File: src/rtl/ram_port_arbiter.sv
`default_nettype none
// ram_port_arbiter: single-port RAM shared by two requesters through a grant/lock handshake.
// Define RAM_ARB_RR_EN for round-robin tie-breaking; otherwise port 0 wins every tie.
module ram_port_arbiter #(
  parameter int WIDTH    = 8,
  parameter int RAMSIZE  = 64,
  parameter int AW       = 8,
  parameter int LOCK_MAX = 4
) (
  input  logic             clk,
  input  logic             reset,
  input  logic             req0,
  input  logic             lock0,
  input  logic             we0,
  input  logic [AW-1:0]    addr0,
  input  logic [WIDTH-1:0] wdata0,
  output logic             gnt0,
  output logic             rvalid0,
  output logic [WIDTH-1:0] rdata0,
  input  logic             req1,
  input  logic             lock1,
  input  logic             we1,
  input  logic [AW-1:0]    addr1,
  input  logic [WIDTH-1:0] wdata1,
  output logic             gnt1,
  output logic             rvalid1,
  output logic [WIDTH-1:0] rdata1,
  output logic             busy
);
  localparam int IW = (RAMSIZE > 1) ? $clog2(RAMSIZE) : 1;
  localparam int CW = $clog2(LOCK_MAX) + 1;
  localparam logic [AW:0]   LIMIT = (AW+1)'(RAMSIZE);
  localparam logic [CW-1:0] LAST  = CW'(LOCK_MAX - 1);

  typedef enum logic [1:0] {IDLE = 2'd0, OWN0 = 2'd1, OWN1 = 2'd2} state_t;

  state_t           state, state_nx;
  logic [CW-1:0]    count, count_nx;
  logic [WIDTH-1:0] ram [RAMSIZE];
  logic             acc0, acc1, in0, in1, rearb, tie1;

  assign acc0 = (state == OWN0) && req0;
  assign acc1 = (state == OWN1) && req1;
  assign in0  = ({1'b0, addr0} < LIMIT);
  assign in1  = ({1'b0, addr1} < LIMIT);
  assign gnt0 = (state == OWN0);
  assign gnt1 = (state == OWN1);
  assign busy = (state != IDLE);

`ifdef RAM_ARB_RR_EN
  logic ptr;

  // A releasing owner counts as the pointer, so the other port takes the tie.
  always_comb begin
    tie1 = ~ptr;
    if (state == OWN0)
      tie1 = 1'b1;
    else if (state == OWN1)
      tie1 = 1'b0;
  end

  always_ff @(posedge clk or negedge reset) begin
    if (!reset)
      ptr <= 1'b1;
    else if (rearb && state == OWN0)
      ptr <= 1'b0;
    else if (rearb && state == OWN1)
      ptr <= 1'b1;
  end
`else
  assign tie1 = 1'b0;
`endif

  always_comb begin
    state_nx = state;
    count_nx = count;
    rearb    = 1'b0;
    case (state)
      OWN0: begin
        if (!req0 || !lock0 || count == LAST) begin
          rearb    = 1'b1;
          count_nx = '0;
        end else begin
          count_nx = count + CW'(1);
        end
      end
      OWN1: begin
        if (!req1 || !lock1 || count == LAST) begin
          rearb    = 1'b1;
          count_nx = '0;
        end else begin
          count_nx = count + CW'(1);
        end
      end
      default: rearb = 1'b1;
    endcase
    if (rearb) begin
      if (req0 && req1)
        state_nx = tie1 ? OWN1 : OWN0;
      else if (req0)
        state_nx = OWN0;
      else if (req1)
        state_nx = OWN1;
      else
        state_nx = IDLE;
    end
  end

  always_ff @(posedge clk or negedge reset) begin
    if (!reset) begin
      state <= IDLE;
      count <= '0;
    end else begin
      state <= state_nx;
      count <= count_nx;
    end
  end

  always_ff @(posedge clk or negedge reset) begin
    if (!reset) begin
      rvalid0 <= 1'b0;
      rvalid1 <= 1'b0;
      rdata0  <= '0;
      rdata1  <= '0;
    end else begin
      rvalid0 <= acc0 && !we0;
      rvalid1 <= acc1 && !we1;
      if (acc0 && !we0)
        rdata0 <= in0 ? ram[addr0[IW-1:0]] : '0;
      if (acc1 && !we1)
        rdata1 <= in1 ? ram[addr1[IW-1:0]] : '0;
    end
  end

  // RAM contents survive reset; accesses are already gated off by the IDLE state.
  always_ff @(posedge clk) begin
    if (acc0 && we0 && in0)
      ram[addr0[IW-1:0]] <= wdata0;
    else if (acc1 && we1 && in1)
      ram[addr1[IW-1:0]] <= wdata1;
  end
endmodule
`default_nettype wire
File: config.mk
export PLATFORM = sky130hd
export DESIGN_NAME = ram_port_arbiter
export DESIGN_NICKNAME = d
export VERILOG_FILES = /design/src/rtl/ram_port_arbiter.sv
export SDC_FILE = /design/constraint.sdc
export NUM_CORES = 1
export LEC_CHECK = 0
export ABC_CLOCK_PERIOD_IN_PS = 3000
export BUFFER_PORTS_ARGS = -buffer_cell sky130_fd_sc_hd__buf_2
export CAP_MARGIN = 20
export CORE_MARGIN = 1
export CORE_UTILIZATION = 55
export CTS_BUF_LIST = sky130_fd_sc_hd__clkbuf_8 sky130_fd_sc_hd__clkbuf_16
export DETAILED_ROUTE_END_ITERATION = 16
export GPL_TIMING_DRIVEN = 0
export PLACE_DENSITY = 0.72
export SKIP_CTS_REPAIR_TIMING = 1
export SYNTH_ARGS = -nofsm -noshare
export SYNTH_HDL_FRONTEND = slang
export SYNTH_SLANG_ARGS = --single-unit
File: constraint.sdc
create_clock -name clk -period 3 [get_ports clk]
set_input_delay 0.9 -clock clk [delete_from_list [all_inputs] [get_ports clk]]
set_output_delay 0.9 -clock clk [all_outputs]
set_load 0.01 [all_outputs]
# [Yosys cells after proc, flatten, opt, wreduce, memory -nomap -nowiden]
# Memories as Yosys holds them, arrays and structs flattened.
# Cells that the tools add are included.
[classes] addsub=1 magnitude_cmp=2 n_eq_ne=3 mux=19 n_reduce_logical=22
[ops] op="$mux W8" count=3
[ops] op="$lt A8 B7 Y1 const B" count=2
[ops] op="$logic_and A1 B1 Y1" count=9
[ops] op="$mux W1" count=8
[ops] op="$reduce_or A8 Y1" count=1
[ops] op="$logic_not A1 Y1" count=6
[ops] op="$mux W2" count=3
[ops] op="$mux W3" count=2
[ops] op="$mux W6" count=1
[ops] op="$pmux W3 S2" count=1
[ops] op="$logic_or A1 B1 Y1" count=4
[ops] op="$reduce_bool A2 Y1" count=2
[ops] op="$add A3 B1 Y3 const B" count=1
[ops] op="$eq A3 B2 Y1 const B" count=1
[ops] op="$eq A2 B1 Y1 const B" count=1
[ops] op="$eq A2 B2 Y1 const B" count=1
[ops] op="$pmux W1 S2" count=1
[totals] regBits=23 ram_bits=512 in_bits=40 output_inout_bits=21 word_cells=54 memories=1
[memory_table] memory="ram" depth=64 width=8 read_ports=2 rd_ports_with_merged_regs=0 write_ports=1 line="39" rtl="logic [WIDTH-1:0] ram [RAMSIZE];"

# [Depth between registers and ports, before layout]
[logic_depth] ltp_word=9 mapped_depth=8 mapped_depth_nobuf=8

# [Worst setup path after synthesis]
# Ideal clock, no wire load.
[synth_path] path_type="input-to-reg" from="input port addr1[7]" to="memory ram[14][0], enable pin" setup_time_ns=0.370 t_arrival_ns=2.615 t_required_ns=2.630 setup_slack_ns=0.015 cell_stages=6 path_buffers=1 cell_sequence="or3b_1 a211oi_2 buf_4 mux2i_1 nand2_1 nor2_1"
[synth_between] elab_chain_len=7 elab_cells_between_ends=8 cone_classes="order compare: 1; mux: 5; reduce/logical: 2"
[synth_rtl] element="start, declared" line="23" rtl="input logic [AW-1:0] addr1,"
[synth_rtl] element="$lt A8 B7 Y1 *" line="45" rtl="assign in1 = ({1'b0, addr1} < LIMIT);"
[synth_rtl] element="$logic_and A1 B1 Y1 *" line="139" rtl="else if (acc1 && we1 && in1)"
[synth_rtl] element="$mux W1 *" line="139"
[synth_rtl] element="$mux W1 *" line="137" rtl="if (acc0 && we0 && in0)"
[synth_rtl] element="$mux W1 (implied by the code) *" line="140" rtl="ram[addr1[IW-1:0]] <= wdata1;"
[synth_rtl] element="$reduce_or A8 Y1 (no source line)"
[synth_rtl] element="$mux W6 (no source line) / $mux W1 (equally long branches)"
[synth_rtl] element="end, declared" line="39"
# Mark *: on every way between the ends. The rest lies on a longest branch, timed or not.

# [Worst setup path after layout]
[layout_path] from="input port addr1[2]" to="memory ram[39][1], enable pin"
[layout_between] elab_chain_len=7 elab_cells_between_ends=8 cone_classes="order compare: 1; mux: 5; reduce/logical: 2"
[layout_rtl] element="$lt A8 B7 Y1" line="45"
[layout_rtl] element="$logic_and A1 B1 Y1" line="139"
[layout_rtl] element="$mux W1" line="139"
[layout_rtl] element="$mux W1" line="137"
[layout_rtl] element="$mux W1 (implied by the code)" line="140"
[layout_rtl] element="$reduce_or A8 Y1 (no source line)"
[layout_rtl] element="$mux W6 (no source line) / $mux W1 (equally long branches)"
# Several ways; a longest one is shown, not always the timed one.

==> results by group <==
Status
  • Status: complete, but fails checks
  • Violated checks: setup timing

Route
  • DR vias/cell: 7.266
  • Pre-antenna DRT Iters: 8
  • Vias: 15550
  • WL per Instance: 38.17 um
  • Post-DRT Antenna Nets: 0
  • Initial DRC count: 2432
  • WL final: 81.68 mm
  • DR DRC count: 0

Clocking
  • CTS tree: yes
  • Worst skew pair latency: 0.63 ns
  • Longest Clk Path Bufs: 3
  • Clock slew at reported path FFs: 0.07 ns
  • CTS sink cnt: 535
  • Inserted Clock Buffers: 56
  • Root Driver: clkbuf_16
  • H-Tree Depth: 2

Logic synthesis
  • Flops & latches, synth: 535
  • Top cell type's share of synthesized area: 60.79%
  • Synth Area in Compound Gates: 3.136%
  • Asr flop ratio synth: 4.299%
  • Sequential fraction of the synthesis area: 63.06%
  • Synth Net Count: 1352
  • EDFF count, synth: 512
  • Cell taking the most area after synthesis: edfxtp_1
  • Area contributors post-synth: edfxtp_1 61%, mux4_2 23%, mux2i_1 4.6%
  • Mux contribution to synthesized area: 28.45%
  • Post-synthesis cell count: 1307
  • Mean Syn Cell Area: 19.35 um2
  • Post-Synth Adder-Cell Area: 0.2473%
  • Distinct cells, synth: 49
  • Xor/xnor share of the synthesized area: 0%
  • Synth warn: 0
  • Main synth FF type: edfxtp_1
  • Largest family of logic cells by synthesized area: multiplexers
  • Cell Area, Synth: 25290 um2
  • Post-Synth Simple-Gate Area: 2.909%

Floorplan
  • Core footprint: 45380 um2
  • Die X: 216.4 um
  • I/O Pins: 61
  • Chip Height: 216.4 um
  • Full die area: 46850 um2
  • Row count: 78
  • Starting Density: 55.73%

Worst setup path
  • Crit path kind: primary input to flop
  • Crit path max-delay family: buffers and inverters
  • Worst path max stage delay: 0.42 ns
  • CP Data Required Time: 3.32 ns
  • Arrival time worst endpoint: 3.41 ns
  • Buf/Inv on CP: 5
  • Worst setup EP type: flop
  • CP Cell Sequence: buf_2 > clkbuf_4 > clkbuf_4 > clkbuf_4 > nand2_1 > mux2i_4 > nand2_4 > nor2_4 > buf_12
  • Worst path most repeated cell: clkbuf_4
  • CP max-delay cell: clkbuf_4
  • CP Launch Type: primary input
  • Crit-path max FO: 10

Power
  • PwrDens: 571.5 nW/um2
  • Clk network pwr share: 39.2%
  • VDD IR max: 0.4616 mV
  • Sequential share of power: 49.5%
  • Sw Share: 24.77%
  • Int Pwr: 12.90 mW
  • Sw power: 4.247 mW
  • LEAKAGE: 10.02 nW
  • Logic gate share of total power: 11.3%

Global routing
  • Grt ovf: 0
  • Vias in the first global route: 15004
  • Global Route Usage Sum: 35.01%
  • Antenna violations before repair: 2
  • Largest net degree at the start of global routing: 65
  • First-pass GRT wire length: 111.9 mm

Layout
  • Area Growth Syn to Fin: 18.62%
  • Post-layout util: 66.12%
  • Share of cells above drive strength 1: 41.91%
  • Post-layout net count: 1539
  • Most common cell after layout, fill and taps aside: edfxtp_1
  • Most frequent cells in the layout: 512 x edfxtp_1, 260 x mux4_2, 110 x mux2i_1

Place
  • Final GP Congestion: 1.049
  • IO Port Bufs: 52
  • Dpl hpwl: 55.01 mm

STA
  • Relative slew slack: 14.92%
  • Fmax: 323.8 MHz
  • Post-route setup slack: -0.08858 ns
  • RSZ-0062 raised after global routing: yes
  • Fin. Hold Viols: 0
  • Slew Limit Fails: 0
  • Slew @ Worst Pin: 1.276 ns
  • Post-route clock period utilization: 103.0%
  • Worst hold slack: 0.2992 ns
  • Setup TNS Final: -9.598 ns
  • Skew final: 0.02957 ns
  • Min Tclk post-route: 3.089 ns
  • Setup violations, final: 227

Min path
  • Type of the tightest min-delay check: primary input to async pin

Flow run
  • Total of max-cap violations: 0
-- logic make-up after synthesis --
group           Yosys count
compound gates          105
fa+ha+maj                 5
buf+inv                 105
flops                   535
mux                     392
simple gates            165
-- power by group through the flow --
stage               clock, mW  combinational, mW  sequential (mW)
detailed placement          0               1.81             8.63
finish                   6.73               1.93             8.49
global placement            0               1.75             8.64
floorplan                   0               1.03             8.60
CTS                      6.72               1.82             8.48
global route             7.00               2.01             8.48
-- worst reg2reg max path, delay by kind of cell (launching register included) --
kind	cells	cell delay, ns
compound gates	1	0.26
simple gates	1	0.34
fa+ha+maj	1	0.24
mux	1	0.65
flops	1	0.38
buf+inv	4	0.89
-- synth_stat cells, types with 8 or more instances --
master,count
dfrtp_1,23
a22oi_1,40
a21oi_1,8
inv_1,12
mux2_2,15
nand3_1,14
edfxtp_1,512
nand2_1,50
o21ai_0,11
mux4_2,260
buf_4,25
nor2_1,72
clkbuf_1,23
buf_2,36
mux2i_1,117
a32oi_1,11
-- worst paths after layout --
check / end / startpoint / slack [ns] / cells past startpoint
max in group asynchronous: rdata1[3]$_DFFE_PN0P_ / reset / 2.27 / 1
min reg2reg: rdata0[2]$_DFFE_PN0P_ / rdata0[2]$_DFFE_PN0P_ / 0.50 / 2
min: rdata1[5]$_DFFE_PN0P_ / reset / 0.30 / 1
min in group clk: rdata0[2]$_DFFE_PN0P_ / rdata0[2]$_DFFE_PN0P_ / 0.50 / 2
max reg2reg: ram[61][1]$_DFFE_PP_ / state[1]$_DFFE_PN0P_ / -0.08 / 8
max: ram[39][1]$_DFFE_PP_ / addr1[2] / -0.09 / 9
-- routing by layer --
layer  vias to the layer above  track usage [%]  routed length (um)
met5                         -                0                   0
met4                         0            20.14                5572
met3                       275            8.926               10690
met2                      1295            52.56               36990
met1                      8013            46.98               28420
li1                       5967                -                   -
-- final cells by class --
cell class	instances	area, um2
clock inverters	43	290.3
inverters	12	45.04
fillers	2974	15380
well taps	600	750.7
clock buffers	60	1468
plain buffers	92	540.5
diodes	1	2.502
repair buffers	130	1560
flip-flops and latches	535	15950
multi-input cells	667	9397
-- registers in the layout (all words and copies together), names as in the netlist --
| register | count |
|---|---|
| state | 2 |
| rdata0 | 8 |
| rdata1 | 8 |
| rvalid1 | 1 |
| ram | 512 |
| count | 3 |
| rvalid0 | 1 |
-- stage by stage --
step           cells  worst slack (ns)  power [mW]  instance area, um2
2_1_floorplan   1307           0.01478       9.635               25290
3_3_place_gp    1959            -1.592       10.39               26300
3_5_place_dp    1966            -1.585       10.45               26450
4_1_cts         2069            -1.096       17.02               28200
5_1_grt         2139           -0.1256       17.49               30000
6_report        2140          -0.08858       17.15               30000
Note: power is estimated with default switching activity, not from simulation.
